### config.mk
export PLATFORM = sky130hd
export DESIGN_NAME = teclado_cajero_flat
export DESIGN_NICKNAME = d
export VERILOG_FILES = /design/src/rtl/teclado_cajero_pkg.sv /design/src/rtl/teclado_cajero_if.sv /design/src/rtl/teclado_cajero_acumulador.sv /design/src/rtl/teclado_cajero.sv /design/src/flat_wrapper.sv
export VERILOG_INCLUDE_DIRS = /design/src /design/src/rtl
export SDC_FILE = /design/constraint.sdc
export NUM_CORES = 1
export LEC_CHECK = 0
export CORE_ASPECT_RATIO = 0.75
export CORE_UTILIZATION = 58
export DETAILED_ROUTE_END_ITERATION = 10
export PLACE_DENSITY = 0.86
export SLEW_MARGIN = 25
export SYNTH_ARGS = -nofsm -noshare
export SYNTH_HDL_FRONTEND = slang
export SYNTH_HIERARCHICAL = 1
export SYNTH_SLANG_ARGS = --single-unit
### constraint.sdc
create_clock -name clk -period 3.75 [get_ports clk]
set_input_delay 0.375 -clock clk [delete_from_list [all_inputs] [get_ports clk]]
set_output_delay 0.375 -clock clk [all_outputs]
set_load 0.02 [all_outputs]
### src/rtl/teclado_cajero_defs.vh
// Shared constants for the ATM keypad: state codes, special key codes and the amount digit limit.
`ifndef TECLADO_CAJERO_DEFS_VH
`define TECLADO_CAJERO_DEFS_VH

localparam logic [2:0] ST_IDLE      = 3'd0;
localparam logic [2:0] ST_PIN       = 3'd1;
localparam logic [2:0] ST_TIPO      = 3'd2;
localparam logic [2:0] ST_MONTO     = 3'd3;
localparam logic [2:0] ST_FIN       = 3'd4;
localparam logic [2:0] ST_BLOQUEADO = 3'd5;

localparam logic [3:0] TECLA_DEPOSITO = 4'h1;
localparam logic [3:0] TECLA_RETIRO   = 4'h2;
localparam logic [3:0] TECLA_ENTER    = 4'hA;
localparam logic [3:0] TECLA_BORRAR   = 4'hB;
localparam logic [3:0] TECLA_CANCELAR = 4'hC;

// 9 digits caps the amount at 999999999
localparam int unsigned MONTO_MAX_DIGITOS = 9;

`endif

### src/rtl/teclado_cajero_pkg.sv
// Types and helpers shared by the keypad controller; constants come from teclado_cajero_defs.vh.
package teclado_cajero_pkg;
`include "teclado_cajero_defs.vh"

  typedef enum logic [2:0] {
    E_IDLE      = ST_IDLE,
    E_PIN       = ST_PIN,
    E_TIPO      = ST_TIPO,
    E_MONTO     = ST_MONTO,
    E_FIN       = ST_FIN,
    E_BLOQUEADO = ST_BLOQUEADO
  } estado_t;

  function automatic logic es_digito(input logic [3:0] t);
    return t <= 4'd9;
  endfunction
endpackage

### src/rtl/teclado_cajero_if.sv
// Keypad/cajero signal bundle; master drives card, keys and cajero status, slave is the keypad controller.
interface teclado_cajero_if;
  logic        tarjeta_recibida;
  logic        tecla_valida;
  logic [3:0]  tecla;
  logic        pin_incorrecto;
  logic        bloqueo;
  logic [3:0]  digito;
  logic        digito_stb;
  logic        tipo_transaccion;
  logic [31:0] monto;
  logic        monto_stb;
  logic [2:0]  estado;

  modport master (
    output tarjeta_recibida, tecla_valida, tecla, pin_incorrecto, bloqueo,
    input  digito, digito_stb, tipo_transaccion, monto, monto_stb, estado
  );

  modport slave (
    input  tarjeta_recibida, tecla_valida, tecla, pin_incorrecto, bloqueo,
    output digito, digito_stb, tipo_transaccion, monto, monto_stb, estado
  );
endinterface

### src/rtl/teclado_cajero_acumulador.sv
// acumulador_decimal: acc <= acc*10 + digito on load, one cycle; clear wins over load.
// TECLADO_LIMITE_MONTO_EN: loads beyond MONTO_MAX_DIGITOS digits are dropped until clear.
module acumulador_decimal
  import teclado_cajero_pkg::*;
(
  input  logic        clk,
  input  logic        rst,
  input  logic        clear,
  input  logic        load,
  input  logic [3:0]  digito,
  output logic [31:0] acc
);
  logic [31:0] acc_sig;

  // x10 as x8 + x2, truncated to 32 bits
  assign acc_sig = (acc << 3) + (acc << 1) + {28'd0, digito};

`ifdef TECLADO_LIMITE_MONTO_EN
  logic [3:0] n_dig;
  logic       lleno;

  assign lleno = (n_dig >= 4'(MONTO_MAX_DIGITOS));

  always_ff @(posedge clk) begin
    if (rst || clear) begin
      acc   <= '0;
      n_dig <= '0;
    end else if (load && !lleno) begin
      acc   <= acc_sig;
      n_dig <= n_dig + 4'd1;
    end
  end
`else
  always_ff @(posedge clk) begin
    if (rst || clear) acc <= '0;
    else if (load)    acc <= acc_sig;
  end
`endif
endmodule

### src/rtl/teclado_cajero.sv
// ATM keypad controller: PIN digits and amount forwarded as strobes one cycle after the key; no backpressure.
// Optional amount digit limit via TECLADO_LIMITE_MONTO_EN (see acumulador_decimal).
module teclado_cajero
  import teclado_cajero_pkg::*;
(
  input logic             clk,
  input logic             rst,
  teclado_cajero_if.slave bus
);
  estado_t     estado_q, estado_n;
  logic [1:0]  cnt_q;
  logic [31:0] acc;
  logic        tecla_ok, es_dig, activo, cancelar;
  logic        dig_ev, tipo_ev, monto_ev, acc_load, acc_clear;

  assign tecla_ok = bus.tecla_valida;
  assign es_dig   = es_digito(bus.tecla);
  assign activo   = bus.tarjeta_recibida && !bus.bloqueo;
  assign cancelar = tecla_ok && (bus.tecla == TECLA_CANCELAR) &&
                    (estado_q != E_FIN) && (estado_q != E_BLOQUEADO);
  assign bus.estado = estado_q;

  always_ff @(posedge clk) begin
    if (rst) begin
      estado_q             <= E_IDLE;
      cnt_q                <= '0;
      bus.digito           <= '0;
      bus.digito_stb       <= 1'b0;
      bus.monto            <= '0;
      bus.monto_stb        <= 1'b0;
      bus.tipo_transaccion <= 1'b0;
    end else begin
      estado_q       <= estado_n;
      cnt_q          <= (estado_q != E_PIN) ? 2'd0 : cnt_q + {1'b0, dig_ev};
      bus.digito_stb <= dig_ev;
      bus.monto_stb  <= monto_ev;
      if (dig_ev)   bus.digito           <= bus.tecla;
      if (monto_ev) bus.monto            <= acc;
      if (tipo_ev)  bus.tipo_transaccion <= (bus.tecla == TECLA_RETIRO);
    end
  end

  always_comb begin
    estado_n = estado_q;
    if (!bus.tarjeta_recibida)  estado_n = E_IDLE;
    else if (bus.bloqueo)       estado_n = E_BLOQUEADO;
    else if (cancelar)          estado_n = E_FIN;
    else begin
      case (estado_q)
        E_IDLE:  estado_n = E_PIN;
        E_PIN:   if (dig_ev && cnt_q == 2'd3) estado_n = E_TIPO;
        E_TIPO: begin
          if (bus.pin_incorrecto) estado_n = E_PIN;
          else if (tipo_ev)       estado_n = E_MONTO;
        end
        E_MONTO: begin
          if (bus.pin_incorrecto) estado_n = E_PIN;
          else if (monto_ev)      estado_n = E_FIN;
        end
        default: estado_n = estado_q;
      endcase
    end
  end

  // Higher-priority events (card out, block, cancel, wrong PIN) suppress every key action
  always_comb begin
    dig_ev    = 1'b0;
    tipo_ev   = 1'b0;
    monto_ev  = 1'b0;
    acc_load  = 1'b0;
    acc_clear = (estado_q != E_MONTO);
    if (activo && !cancelar && tecla_ok) begin
      dig_ev = (estado_q == E_PIN) && es_dig;
      if (!bus.pin_incorrecto) begin
        tipo_ev  = (estado_q == E_TIPO) &&
                   ((bus.tecla == TECLA_DEPOSITO) || (bus.tecla == TECLA_RETIRO));
        monto_ev = (estado_q == E_MONTO) && (bus.tecla == TECLA_ENTER);
        acc_load = (estado_q == E_MONTO) && es_dig;
        if ((estado_q == E_MONTO) && (bus.tecla == TECLA_BORRAR)) acc_clear = 1'b1;
      end
    end
  end

  acumulador_decimal u_acc (
    .clk    (clk),
    .rst    (rst),
    .clear  (acc_clear),
    .load   (acc_load),
    .digito (bus.tecla),
    .acc    (acc)
  );
endmodule

### src/flat_wrapper.sv
// flat-port wrapper written by rule: the top's interface ports become plain ports
module teclado_cajero_flat import teclado_cajero_pkg::*;
  (clk, rst, bus_tarjeta_recibida, bus_tecla_valida, bus_tecla, bus_pin_incorrecto, bus_bloqueo, bus_digito, bus_digito_stb, bus_tipo_transaccion, bus_monto, bus_monto_stb, bus_estado);
  teclado_cajero_if bus_i ();
  input logic clk;
  input logic rst;
  input wire logic [$bits(bus_i.tarjeta_recibida)-1:0] bus_tarjeta_recibida;
  input wire logic [$bits(bus_i.tecla_valida)-1:0] bus_tecla_valida;
  input wire logic [$bits(bus_i.tecla)-1:0] bus_tecla;
  input wire logic [$bits(bus_i.pin_incorrecto)-1:0] bus_pin_incorrecto;
  input wire logic [$bits(bus_i.bloqueo)-1:0] bus_bloqueo;
  output wire logic [$bits(bus_i.digito)-1:0] bus_digito;
  output wire logic [$bits(bus_i.digito_stb)-1:0] bus_digito_stb;
  output wire logic [$bits(bus_i.tipo_transaccion)-1:0] bus_tipo_transaccion;
  output wire logic [$bits(bus_i.monto)-1:0] bus_monto;
  output wire logic [$bits(bus_i.monto_stb)-1:0] bus_monto_stb;
  output wire logic [$bits(bus_i.estado)-1:0] bus_estado;
  assign bus_i.tarjeta_recibida = bus_tarjeta_recibida;
  assign bus_i.tecla_valida = bus_tecla_valida;
  assign bus_i.tecla = bus_tecla;
  assign bus_i.pin_incorrecto = bus_pin_incorrecto;
  assign bus_i.bloqueo = bus_bloqueo;
  assign bus_digito = bus_i.digito;
  assign bus_digito_stb = bus_i.digito_stb;
  assign bus_tipo_transaccion = bus_i.tipo_transaccion;
  assign bus_monto = bus_i.monto;
  assign bus_monto_stb = bus_i.monto_stb;
  assign bus_estado = bus_i.estado;
  teclado_cajero u_core (.clk(clk), .rst(rst), .bus(bus_i));
endmodule
==> results of run 1 <==
==> area by class of cell <==
type / count / area, sq um / area share [%]
inverter: 19 / 71.3 / 1.19
clock inverter: 5 / 100 / 1.67
timing repair buffer: 67 / 631 / 10.5
multi-input combinational: 454 / 3310 / 55.2
tap: 108 / 135 / 2.25
clock buffer: 11 / 233 / 3.87
sequential: 76 / 1520 / 25.3
==> registers in the layout (all words and copies together) (netlist names) <==
name	cells
u_core/cnt_q	2
u_core/bus.digito	4
u_core/bus.digito_stb	1
u_core/u_acc/acc	32
u_core/bus.estado	3
u_core/bus.monto_stb	1
u_core/bus.monto	32
u_core/bus.tipo_transaccion	1
==> layer usage <==
metal / routed length [um] / share of wire, % / track usage, % / up-vias
li1: - / - / - / 2208
met1: 5840 / 45 / 40.7 / 2198
met2: 5860 / 45 / 47.3 / 202
met3: 988 / 7.7 / 6.44 / 32
met4: 215 / 1.7 / 9.33 / 0
met5: 0 / 0 / 0 / -
==> worst max-delay path: cells and delay by family <==
family	cells	cell delay, ns
fa+ha+maj	2	0.98
simple gates	4	0.83
compound gates	3	0.68
buf+inv	2	0.59
==> kinds of logic (layout without fill, tap and decap cells) <==
kind of cell | after synthesis | in the layout
flops | 76 | 76
xor+xnor | 20 | 20
fa+ha+maj | 61 | 61
compound gates | 129 | 129
mux | 48 | 48
simple gates | 196 | 196
buf+inv | 45 | 102
==> power groups by stage <==
stage | Sequential, mW | Clock [mW] | Combinational (mW)
CTS | 0.813 | 0.996 | 0.0635
detailed placement | 0.831 | 0 | 0.0626
global route | 0.813 | 1.03 | 0.0692
floorplan | 0.833 | 0 | 0.0296
finish | 0.814 | 0.980 | 0.0639
global placement | 0.831 | 0 | 0.0615
==> path summary, 6_finish.rpt <==
check | startpoint | end | slack [ns]
min | u_core/bus.monto[21] | u_core/bus.monto[21] | 0.49
min reg2reg | u_core/bus.monto[21] | u_core/bus.monto[21] | 0.49
max reg2reg | u_core/u_acc/acc[0] | u_core/u_acc/acc[28] | 0.69
max | bus_tecla[3] | u_core/u_acc/acc[28] | 0.58
==> layout by cell type (no fill, tap or decap), types with 4 or more instances in the layout <==
master	count
nor2_1	74
clkbuf_16	9
a21oi_2	4
dfxtp_1	76
nand2b_1	6
a211oi_1	4
buf_4	16
mux2i_1	47
nand2_1	36
nand4_1	9
o21ai_1	15
xor2_1	7
inv_1	19
a21o_1	6
nor3_1	10
o21a_1	4
and3_1	4
o21ai_0	17
o211ai_1	8
ha_1	59
a21oi_1	32
clkdlybuf4s50_1	51
xnor2_1	13
nand3_1	22
nor4_1	4
==> flow_metrics.tcl, run 1 <==
set metrics [dict create \
    post-route-worst-setup-slack_ns 0.583 \
    setup_viol 0 \
    finalWeightedCongestion 0.903 \
    synth_edf_count 0 \
    numPortBuffers 51 \
    synth_most_common_cell "dfxtp_1" \
    clock_path_buffers 2 \
    period_minus_slack_ns 3.17 \
    cp-start-kind "input port" \
    dp_slack_ns 0.257 \
    grt_max_degree 42 \
    netlist_area_sq_um 5050 \
    holdWs_ns 0.494 \
    synth.area.mux_share_pct 9.53 \
    cts.sink_count 76 \
    wl_um 12900 \
    die_y_um 82.8 \
    cts-resized-gates 0 \
    tightest_slew_ns 0.563 \
    stdcell_count 740 \
    ir_drop_v 0.000316 \
    root_buffer "clkbuf_16" \
    first_pass_iters 5 \
    start_util_pct 59.8 \
    clock_power_share_pct 52.7 \
    post-dp-hpwl_um 9330 \
    numCtsBuffers 9 \
    num_antenna_cells 0 \
    synth_compound_area_share_pct 17.4 \
    ys_ff_latch 76 \
    post-route-period-util_pct 84.5 \
    switching_share_pct 19.9 \
    worstSetupPathType "in2reg" \
    max-slew-margin-rel_pct 62.4 \
    power_frac_seq_pct 43.8 \
    fin_total_pwr_mw 1.86 \
    r2r_cells 10 \
    overflow 0 \
    timing_hold_violations_final 0 \
    syn-num-nets 646 \
    ant_nets 0 \
    pwr-share-comb_pct 3.4 \
    synth-xor-area-share_pct 3.47 \
    postLayoutCoreUtil_pct 71.0 \
    coreArea_sq_um 8450 \
    p_leak_nw 2.75 \
    ys_types 74 \
    insertion_delay_ns 0.34 \
    dieArea_sq_um 9090 \
    yosys.area.top_type "dfxtp_1" \
    finalClockSkew_ns 0.00655 \
    synthAdderAreaFrac_pct 15.4 \
    rsz0062_at_grt "false" \
    nets 698 \
    synth_common_cells "76 x dfxtp_1, 74 x nor2_1, 59 x ha_1" \
    cp_data_required_time_ns 4.03 \
    power_density_nw_per_um2 309 \
    avgSynthCellArea_sq_um 8.79 \
    ys_seq_area_share_pct 30.1 \
    yosys_warnings 6 \
    htreeDepth 3 \
    boundaryPins 52 \
    drive_gt1_share_pct 8.23 \
    die_w_um 110 \
    antenna_found_initial 0 \
    wl_per_cell_um 17.4 \
    cts_tree "yes" \
    cpMostUsedCell "fa_1" \
    fmax_mhz 316 \
    worstPathArrival_ns 3.44 \
    endpoint_kind "flop" \
    hold_class "reg2reg" \
    area_growth_pct 18.8 \
    grt_pass1_wl_um 21700 \
    path_clk_slew_ns 0.06 \
    via_per_inst 6.27 \
    vias 4640 \
    async_reset_ff_share_pct 0 \
    placed_cells 724 \
    max_stage_delay_ns 0.52 \
    grt_use_total_pct 30.0 \
    switching_power_mw 0.370 \
    drv_slew 0 \
    postLayoutCellArea_sq_um 6010 \
    fillers 650 \
    grt_pass1_vias 4517 \
    yosys.area_share.simple_pct 19.7 \
    synth_ff_type "dfxtp_1" \
    cts_setup_buffers 0 \
    crit_slowest_cell "clkdlybuf4s50_1" \
    synth_area_leaders "dfxtp_1 30%, ha_1 15%, mux2i_1 9.3%" \
    setup_tns_ns 0 \
    placed_area_sq_um 5670 \
    ctsHoldBuffers 0 \
    whs_path_depth 2 \
    worstPathMaxFanout 6 \
    rows 29 \
    syn_inst 575 \
    crit_path_cell_trace "clkdlybuf4s50_1 -> inv_1 -> fa_1 -> fa_1 -> nor2b_4 -> o211ai_1 -> a2111o_1 -> nand4b_1 -> a21oi_2 -> or4_1 -> nand3_1" \
    synth_top_area_share_pct 30.1 \
    outcome "completed" \
    synth_top_family_by_area "simple AND/OR/NAND/NOR gates" \
    drc 0 \
    drv_cap 0 \
    cell_internal_pwr_mw 1.49 \
    dr.first_iter.drc_count 283 \
]
(Power assumes the default switching activity.)
==> run 2, diff against run 1 <==
Settings changed: CORE_UTILIZATION 58 to 52, PLACE_DENSITY 0.86 to 0.82.
Clock period 3.75 ns to 2.9 ns, I/O delays scaled along.
==> run 2 against run 1 <==
Clock skew barely moved. Worst setup slack got worse by 0.50 ns. Register-to-register slack got worse by 0.61 ns. Cell area rose by 3.0%. Wire length rose by 1.9%. Sequential power rose by 29%. First-iteration DRC count rose by 41%. Non-clock buffer count rose by 25. Die area rose by 11%. Critical endpoint is now u_core/u_acc/acc[26]. Highest routed layer unchanged.
==> flow_metrics.tcl, run 2 (synthesis gave the netlist of run 1 again) <==
set metrics [dict create \
    outcome "completed" \
    p_leak_nw 2.85 \
    top_regs "u_core/bus.monto (32), u_core/u_acc/acc (32), u_core/bus.digito (4)" \
    antenna_found_initial 0 \
    nets 723 \
    post-route-worst-setup-slack_ns 0.0804 \
    area_growth_pct 22.4 \
    hold_class "in2reg" \
    die_w_um 116 \
    post-dp-hpwl_um 9810 \
    fmax_mhz 355 \
    power_density_nw_per_um2 355 \
    period_minus_slack_ns 2.82 \
    htreeDepth 3 \
    max-slew-margin-rel_pct 68.2 \
    cp-start-kind "flop" \
    max_stage_delay_ns 0.43 \
    cell_internal_pwr_mw 1.69 \
    wl_um 13100 \
    insertion_delay_ns 0.34 \
    ant_nets 0 \
    drv_cap 0 \
    holdWs_ns 0.445 \
    drc 0 \
    endpoint_kind "flop" \
    via_per_inst 5.95 \
    worstPathArrival_ns 3.05 \
    ir_drop_v 0.000350 \
    finalWeightedCongestion 0.934 \
    cp_top_family "compound AO/OA/AOI/OAI gates" \
    grt_use_total_pct 27.5 \
    switching_share_pct 23.0 \
    cp_data_required_time_ns 3.13 \
    cts_tree "yes" \
    clock_path_buffers 2 \
    start_util_pct 54.7 \
    ctsHoldBuffers 0 \
    clock_power_share_pct 48.1 \
    finalClockSkew_ns 0.00651 \
    grt_pass1_vias 4419 \
    power_frac_seq_pct 47.9 \
    num_antenna_cells 0 \
    die_y_um 87.4 \
    overflow 0 \
    r2r_cells 9 \
    vias 4668 \
    coreArea_sq_um 9230 \
    crit_path_cell_trace "ha_1 -> ha_1 -> a21oi_1 -> o211ai_1 -> a21oi_1 -> or3b_4 -> a311o_1 -> xnor2_1 -> o21ai_1" \
    boundaryPins 52 \
    grt_max_degree 41 \
    timing_hold_violations_final 0 \
    pwr-share-comb_pct 4.0 \
    rsz0062_at_grt "true" \
    rows 30 \
    dp_slack_ns -0.429 \
    root_buffer "clkbuf_16" \
    fillers 771 \
    dr.first_iter.drc_count 400 \
    cp_num_cells 9 \
    tightest_slew_ns 0.476 \
    wl_per_cell_um 16.7 \
    grt_pass1_wl_um 21600 \
    numCtsBuffers 9 \
    setup_viol 0 \
    numPortBuffers 51 \
    critPathBufInv 0 \
    worstPathMaxFanout 4 \
    path_clk_slew_ns 0.06 \
    post-route-period-util_pct 97.2 \
    cts.sink_count 76 \
    dieArea_sq_um 10100 \
    drv_slew 0 \
    crit_slowest_cell "or3b_4" \
    worstSetupPathType "reg2reg" \
    switching_power_mw 0.504 \
    final_cell_mix "74 x nor2_1, 74 x dfxtp_1, 57 x ha_1" \
    first_pass_iters 5 \
    drive_gt1_share_pct 13.5 \
    whs_path_depth 4 \
]
-- run 2: power groups by stage --
stage | sequential (mW) | clock, mW | combinational (mW)
2_1_floorplan | 1.08 | 0 | 0.0383
3_3_place_gp | 1.07 | 0 | 0.0827
4_1_cts | 1.05 | 1.08 | 0.0852
6_report | 1.05 | 1.06 | 0.0869
5_1_grt | 1.05 | 1.12 | 0.0929
3_5_place_dp | 1.08 | 0 | 0.0847
-- run 2: cell type report --
type                       count  area [sq um]  share of cell area (%)
inverter                      19          71.3                    1.15
clock buffer                  11           243                    3.92
clock inverter                 5          36.3                   0.586
tap                          128           160                    2.59
timing repair buffer          92           820                    13.2
multi-input combinational    454          3330                    53.9
sequential                    76          1520                    24.6
-- run 2: routing by layer --
metal  wire length [um]  GRT usage [%]
met4                176           8.28
met2               5810           43.8
met1               6320           37.6
met3                839           5.22
met5                  0              0
-- run 2: stage by stage --
stage,TNS (ns),instance area [sq um],power (mW),std cells,utilization (%)
finish,0,6190,2.20,785,67.0
CTS,-0.00208,6170,2.22,784,66.8
global placement,-4.04,5860,1.16,765,63.4
global route,-0.0193,6190,2.26,785,67.0
detailed placement,-5.06,5860,1.16,765,63.4
floorplan,0,5050,1.12,575,-
-- run 2: worst min-delay path, cell delays in order --
cell	delay, ns
dlymetal6s2s_1	0.14
buf_4	0.17
mux2i_1	0.07
nor2_1	0.08
-- run 2: final timing paths --
kind	start	end	slack, ns
setup / recovery	u_core/u_acc/acc[8]	u_core/u_acc/acc[26]	0.08
hold / removal	bus_tecla[2]	u_core/bus.digito[2]	0.44
setup reg to reg	u_core/u_acc/acc[8]	u_core/u_acc/acc[26]	0.08
hold reg to reg	u_core/bus.monto[25]	u_core/bus.monto[25]	0.49
-- run 2: timing repair --
item	in CTS	in global routing
pin swaps	7	8
endpoints found under the setup margin	5	8
gates resized for setup	8	5
setup buffers	3	1
==> run 3, diff against run 2 <==
Settings changed: RECOVER_POWER set to 50, SLEW_MARGIN 25 to 10.
==> run 3 against run 2 <==
Sequential power barely moved. Sequential share of layout area increased by 0.14 points. Wire length grew 0.30%. Register-to-register slack hardly changed. Non-clock buffer count did not move. Die area did not move. Combinational power fell by 5.6%. Cell count stayed put. Global-route usage is the same. Fmax down 0.36%. Clock skew about the same. Worst hold slack got worse by 0.035 ns. Critical path type unchanged. Critical endpoint unchanged. Largest power group unchanged. Highest routed layer unchanged.
==> flow_metrics.tcl, run 3 (synthesis gave the netlist of run 1 again) <==
set metrics [dict create \
    cell_internal_pwr_mw 1.69 \
    crit_slowest_cell "or3b_4" \
    outcome "completed" \
    tightest_slew_ns 1.21 \
    drv_slew 0 \
    finalClockSkew_ns 0.00666 \
    wl_per_cell_um 16.8 \
    max_stage_delay_ns 0.43 \
    die_y_um 87.4 \
    overflow 0 \
    max-slew-margin-rel_pct 19.0 \
    fmax_mhz 353 \
    p_leak_nw 2.98 \
    period_minus_slack_ns 2.83 \
    critPathBufInv 0 \
    power_frac_seq_pct 48.0 \
    use_met1_pct 37.6 \
    met3_usage_pct 5.22 \
    fin_total_pwr_mw 2.19 \
    insertion_delay_ns 0.34 \
    switching_power_mw 0.502 \
    area_growth_pct 21.8 \
    worstPathMaxFanout 4 \
    antenna_found_initial 0 \
    reg2reg_from "u_core/u_acc/acc[8]" \
    root_buffer "clkbuf_16" \
    numCtsBuffers 9 \
    boundaryPins 52 \
    rrSetupSlack_ns 0.07 \
    r2r_cells 9 \
    drv_cap 0 \
    pwr-share-comb_pct 3.7 \
    top_regs "u_core/bus.monto (32), u_core/u_acc/acc (32), u_core/bus.digito (4)" \
    start_util_pct 54.7 \
    wl_um 13200 \
    hold_class "in2reg" \
    rsz0062_at_grt "true" \
    endpoint "u_core/u_acc/acc[26]" \
    cts_tree "yes" \
    rows 30 \
    via_per_inst 6.03 \
    worstPathArrival_ns 3.06 \
    busiest_layer "met2" \
    first_pass_iters 5 \
    cp_data_required_time_ns 3.13 \
    drive_gt1_share_pct 12.9 \
    ir_drop_v 0.000349 \
    r2r_end "u_core/u_acc/acc[26]" \
    setup_viol 0 \
    holdWs_ns 0.410 \
    path_clk_slew_ns 0.06 \
    dr.first_iter.drc_count 416 \
    crit_path_cell_trace "ha_1 -> ha_1 -> a21oi_1 -> o211ai_1 -> a21oi_1 -> or3b_4 -> a311o_1 -> xnor2_1 -> o21ai_1" \
    met2_usage_pct 43.8 \
    post-route-period-util_pct 97.6 \
    placed_cells 765 \
    nets 723 \
    htreeDepth 3 \
    clock_power_share_pct 48.2 \
    fillers 779 \
    cts.sink_count 76 \
    power_density_nw_per_um2 356 \
    stdcell_count 785 \
    clock_path_buffers 2 \
    switching_share_pct 22.9 \
    numPortBuffers 51 \
    cp-start-kind "flop" \
    final_cell_mix "74 x nor2_1, 74 x dfxtp_1, 57 x ha_1" \
    cp_num_cells 9 \
    cp_top_family "compound AO/OA/AOI/OAI gates" \
    grt_use_total_pct 27.5 \
    grt_max_degree 41 \
    ctsHoldBuffers 0 \
    startpoint "u_core/u_acc/acc[8]" \
    timing_hold_violations_final 0 \
    vias 4731 \
    drc 0 \
    post-dp-hpwl_um 9810 \
    die_w_um 116 \
    endpoint_kind "flop" \
    num_antenna_cells 0 \
    grt_pass1_vias 4419 \
    coreArea_sq_um 9230 \
    grt_pass1_wl_um 21600 \
    finalWeightedCongestion 0.934 \
    dieArea_sq_um 10100 \
    worstSetupPathType "reg2reg" \
    ant_nets 0 \
]
-- run 3: cell types whose count changed in the layout (fill, tap and decap cells not counted), sizes merged --
cell           delta
clkdlybuf4s50    -43
dlygate4sd3      +43
buf               -4
clkbuf            +4
-- run 3: how the worst min path moves through the flow --
stage | depth (start not counted) | from | to | slack, ns
floorplan | 2 | bus_tecla[0] | u_core/bus.digito[0] | 0.43
global placement | 2 | u_core/u_acc/acc[31] | u_core/bus.monto[31] | 0.47
detailed placement | 2 | u_core/bus.monto[25] | u_core/bus.monto[25] | 0.48
CTS | 4 | bus_tecla[3] | u_core/bus.digito[3] | 0.49
global route | 4 | bus_tecla[2] | u_core/bus.digito[2] | 0.43
finish | 4 | bus_tecla[2] | u_core/bus.digito[2] | 0.41
-- run 3: area by class of cell --
type | instances | area, sq um | area share (%)
Multi-Input combinational cell | 454 | 3310 | 53.8
Sequential cell | 76 | 1520 | 24.8
Timing Repair Buffer | 92 | 807 | 13.1
Clock buffer | 11 | 243 | 3.94
Tap cell | 128 | 160 | 2.60
Inverter | 19 | 71.3 | 1.16
Clock inverter | 5 | 36.3 | 0.590
-- run 3: tightest hold or removal path: stages --
cell,delay (ns)
dlymetal6s2s_1,0.13
buf_4,0.15
mux2i_1,0.06
nor2_1,0.07
-- run 3: power by group through the flow --
stage / combinational, mW / clock (mW) / sequential, mW
after floorplan: 0.0383 / 0 / 1.08
after global routing: 0.0879 / 1.12 / 1.05
after CTS: 0.0852 / 1.08 / 1.05
after detailed placement: 0.0847 / 0 / 1.08
final: 0.0820 / 1.06 / 1.05
after global placement: 0.0827 / 0 / 1.07
-- run 3: per-layer routing --
metal / vias up / share of wire [%]
li1: 2260 / -
met1: 2261 / 47
met2: 194 / 44
met3: 16 / 7.4
met4: 0 / 1.4
met5: - / 0
-- run 3: stage by stage --
stage / worst slack (ns) / TNS, ns / area [sq um] / utilization [%]
2_1_floorplan: 0.0601 / 0 / 5050 / -
6_report: 0.0703 / 0 / 6150 / 66.6
3_5_place_dp: -0.429 / -5.06 / 5860 / 63.4
5_1_grt: -0.0193 / -0.0193 / 6150 / 66.6
3_3_place_gp: -0.372 / -4.04 / 5860 / 63.4
4_1_cts: -0.00208 / -0.00208 / 6170 / 66.8
-- run 3: what timing repair did --
action / 4_1_cts / 5_1_grt
pin swaps: 7 / 8
setup buffers: 3 / 1
gates resized for setup: 8 / 5
endpoints found under the setup margin: 5 / 8
